[src/rtl/aes_round_ctrl.sv]
// Iterative AES round sequencer: IDLE -> RUN (round 0..NR) -> DONE, control only.
// Optional AES_DECRYPT_EN adds i_mode for descending key order (inverse cipher).
//   state | meaning
//   IDLE  | ready for i_start
//   RUN   | request key o_key_idx, write state on each i_key_valid
//   DONE  | ciphertext valid, wait for i_out_ready
module aes_round_ctrl #(
    parameter int NR = 10,
    parameter int RW = 4
) (
    input  logic          i_clk,
    input  logic          i_rst,
    input  logic          i_start,
    input  logic          i_abort,
    input  logic          i_key_valid,
    input  logic          i_out_ready,
`ifdef AES_DECRYPT_EN
    input  logic          i_mode,
`endif
    output logic          o_ready,
    output logic          o_busy,
    output logic          o_key_req,
    output logic [RW-1:0] o_key_idx,
    output logic [RW-1:0] o_round,
    output logic          o_sel_init,
    output logic          o_skip_mix,
    output logic          o_state_we,
    output logic          o_valid
);

    typedef enum logic [1:0] {
        ST_IDLE = 2'd0,
        ST_RUN  = 2'd1,
        ST_DONE = 2'd2
    } state_t;

    localparam logic [RW-1:0] LP_NR = RW'(NR);

    state_t        r_state;
    state_t        w_state_nxt;
    logic [RW-1:0] r_round;
    logic [RW-1:0] w_round_nxt;
    logic [RW-1:0] w_key_idx;

`ifdef AES_DECRYPT_EN
    logic r_mode;

    always_ff @(posedge i_clk) begin
        if (i_rst) begin
            r_mode <= 1'b0;
        end else if (r_state == ST_IDLE && i_start) begin
            r_mode <= i_mode;
        end
    end

    assign w_key_idx = r_mode ? (LP_NR - r_round) : r_round;
`else
    assign w_key_idx = r_round;
`endif

    always_ff @(posedge i_clk) begin
        if (i_rst) begin
            r_state <= ST_IDLE;
            r_round <= '0;
        end else begin
            r_state <= w_state_nxt;
            r_round <= w_round_nxt;
        end
    end

    always_comb begin
        w_state_nxt = r_state;
        w_round_nxt = r_round;
        o_ready     = 1'b0;
        o_busy      = 1'b0;
        o_key_req   = 1'b0;
        o_sel_init  = 1'b0;
        o_skip_mix  = 1'b0;
        o_state_we  = 1'b0;
        o_valid     = 1'b0;
        case (r_state)
            ST_IDLE: begin
                o_ready = 1'b1;
                if (i_start) begin
                    w_state_nxt = ST_RUN;
                    w_round_nxt = '0;
                end
            end
            ST_RUN: begin
                o_busy     = 1'b1;
                o_key_req  = 1'b1;
                o_sel_init = (r_round == '0);
                o_skip_mix = (r_round == LP_NR);
                // reset and abort both suppress the write of the cycle they land in
                o_state_we = i_key_valid & ~i_abort & ~i_rst;
                if (i_abort) begin
                    w_state_nxt = ST_IDLE;
                    w_round_nxt = '0;
                end else if (i_key_valid) begin
                    if (r_round == LP_NR) begin
                        w_state_nxt = ST_DONE;
                    end else begin
                        w_round_nxt = r_round + 1'b1;
                    end
                end
            end
            ST_DONE: begin
                o_busy  = 1'b1;
                o_valid = 1'b1;
                if (i_abort || i_out_ready) begin
                    w_state_nxt = ST_IDLE;
                    w_round_nxt = '0;
                end
            end
            default: begin
                w_state_nxt = ST_IDLE;
                w_round_nxt = '0;
            end
        endcase
    end

    assign o_round   = r_round;
    assign o_key_idx = (r_state == ST_RUN) ? w_key_idx : '0;

endmodule

[config.mk]
export PLATFORM = sky130hd
export DESIGN_NAME = aes_round_ctrl
export DESIGN_NICKNAME = d
export VERILOG_FILES = /design/src/rtl/aes_round_ctrl.sv
export SDC_FILE = /design/constraint.sdc
export NUM_CORES = 1
export LEC_CHECK = 0
export ABC_AREA = 1
export CAP_MARGIN = 20
export CORE_UTILIZATION = 37
export DETAILED_ROUTE_END_ITERATION = 10
export PLACE_DENSITY = 0.79
export SLEW_MARGIN = 20
export SYNTH_ARGS = -nofsm -noshare
export SYNTH_HDL_FRONTEND = slang
export SYNTH_SLANG_ARGS = --single-unit
[constraint.sdc]
create_clock -name i_clk -period 1.2 [get_ports i_clk]
set_input_delay 0.12 -clock i_clk [delete_from_list [all_inputs] [get_ports i_clk]]
set_output_delay 0.12 -clock i_clk [all_outputs]
set_load 0.05 [all_outputs]
==> flow_summary.toml <==
[floorplanning]
rows = 13
start_util = 0.4090
dieArea_um2 = 1632
ios = 21
coreArea_um2 = 1334
fp.dieH_um = 40.40
fp.dieW_um = 40.40

[finish]
regArea_um2 = 135.1
post-route-util = 0.9531
diodes = 0
multi_input_area_um2 = 503.0
n_fill_cell = 32
layout-drive-gt1-share = 0.6429
nNetsFinal = 140
area_delta_synth_final_pct = 133.0
final_area_um2 = 1271

[logic_synthesis]
yosys_warnings = 0
netlist_instances = 81
synth_fp_nets = 94
postSynthAreaPerCell_um2 = 6.735
ys_seq_area_frac = 0.2202
syn_area_um2 = 545.5
ys_ff_latch = 6
synth.distinct_cells = 17

[cts]
clkLatencyLatePin_ns = 0.25
cts_made_buffers = 3
cts_tree = "built"
max-clock-path-buffers = 2
cts_root_buf = "clkbuf_4"
clock_sinks = 6
holdBufCountCts = 0
cts.clk_slew.worst_paths_ns = 0.06
ctsHtreeMaxLevel = 1

[place]
place.gp.congestion = 0.8780
dpl.hpwl_mm = 1.345
port_buffers = 20
placed_area_um2 = 1077

[timing]
maxSlewViolCount = 0
hold_viol = 0
rsz0062_at_grt = "true"
max_slew_margin = 0.7799
fin_crit_ns = 1.527
setup_slack_ns = -0.3273
skew_ns = 0.008837
fmax_mhz = 654.8
timing.final.crit_share = 1.273
tightest_slew_ns = 0.3291
finalSetupViolCount = 17

[routing]
vias = 803
drc = 0
totalWireLength_mm = 2.945
drtPass1Iterations = 4
via_per_inst = 5.695
drtIter0Drc = 64
wl_per_cell_um = 20.89
ant_nets = 0

[critical_path]
arrival_ns = 1.70
cp_max_fo = 3
reg2reg_slack_ns = -0.33
crit_type = "flop to flop"
crit_required_ns = 1.37
cp-start-kind = "flop"
end_kind = "flop"

[outcome]
status = "finished, violations left"
violations = "setup timing"

[job]
cap_violations = 0

[grt]
grtUsageTotal = 0.3700
grt_max_degree = 8
grt_pass1_wl_mm = 3.781
overflow = 0
first_global_vias = 725
antenna_found_initial = 0

[power]
leakage_nw = 0.5643
vdd.ir_drop.worst_v = 0.0009879
p_per_area_nw_per_um2 = 951.5

[min_path]
hold_path.class = "flop to flop"
## cells by family after synthesis
family | synth area share
simple gates | 0.4656
buf+inv | 0.1101
fa+ha+maj | 0.1605
flops | 0.2202
compound gates | 0.04357
## state kept, by name (all words and copies together) (netlist names)
signal and count:
o_round 4, r_state 2
## routing by layer
layer	part of all wire	global-route usage	vias up	wire length [um]
met5	0	0	-	0
met4	0.056	0.2417	0	165
met3	0.084	0.1556	27	247
met2	0.49	0.5913	65	1433
met1	0.37	0.3934	374	1099
li1	-	-	337	-
## power by group
part | internal, W | switching [W]
clock | 0.000127 | 0.0000869
sequential | 0.000220 | 0.0000294
combinational | 0.000326 | 0.000420
## worst paths after layout
kind,from,depth (start not counted),endpoint
setup / recovery,o_round[0]$_SDFFE_PP0P_,8,o_round[2]$_SDFFE_PP0P_
hold / removal,r_state[0]$_SDFFE_PP0P_,2,r_state[0]$_SDFFE_PP0P_
setup reg to reg,o_round[0]$_SDFFE_PP0P_,8,o_round[2]$_SDFFE_PP0P_
hold reg to reg,r_state[0]$_SDFFE_PP0P_,2,r_state[0]$_SDFFE_PP0P_
## cells in the final DEF (no fill, tap or decap)
cell type         n
a21oi_1           2
a21oi_2           2
buf_12           15
buf_4            19
buf_6             2
clkbuf_1          1
clkbuf_4          3
clkdlybuf4s50_1   5
dfxtp_2           3
dfxtp_4           3
ha_1              2
ha_4              5
inv_1             9
inv_2             3
inv_4             3
inv_6             1
nand2_1          13
nand2_2           8
nand2_4           4
nand3_1           7
nand3_2           1
nand3_4           1
nand4_1           1
nor2_1            5
nor2_2            2
nor2_4            4
nor2_8            1
nor3_4            1
## cells in the mapped netlist (all sizes together)
cell type   n  share of area
nand3       9          0.092
dfxtp       6           0.22
nor3        1         0.0092
ha          7           0.16
a21oi       4          0.044
nand2      25           0.21
nand4       1          0.011
nor2       12           0.14
inv        16           0.11
## what timing repair did
action,4_1_cts,5_1_grt
buffers inserted,7,2
endpoints found under the setup margin,17,17
gates resized for setup,17,11
pin swaps,12,11
## area by class of cell
class / count / share of cell area
clock buffer: 4 / 0.02067
inverter: 16 / 0.05709
multi-input combinational: 59 / 0.3957
sequential: 6 / 0.1063
tap: 15 / 0.01476
timing repair buffer: 41 / 0.4055
## worst max-delay path: stages (launching register included)
cell and delay (ns):
dfxtp_4 0.37, buf_4 0.12, ha_1 0.19, inv_1 0.07
nand2_1 0.09, nand3_1 0.08, nor2_1 0.17, nand3_1 0.18
a21oi_2 0.17
## through the flow
stage	setup WS [ns]	hold WS (ns)	instances	TNS [ns]	total power, W
after floorplan	-0.2986	0.1751	81	-1.844	0.0005734
after global placement	-0.1571	0.4695	128	-0.7969	0.0008279
after detailed placement	-0.1785	0.4772	128	-1.045	0.0008491
after CTS	-0.2072	0.5210	139	-1.823	0.001112
after global routing	-0.4257	0.5851	141	-3.855	0.001252
final	-0.3273	0.5675	141	-3.167	0.001210
Power figures use the tool's default switching activity.
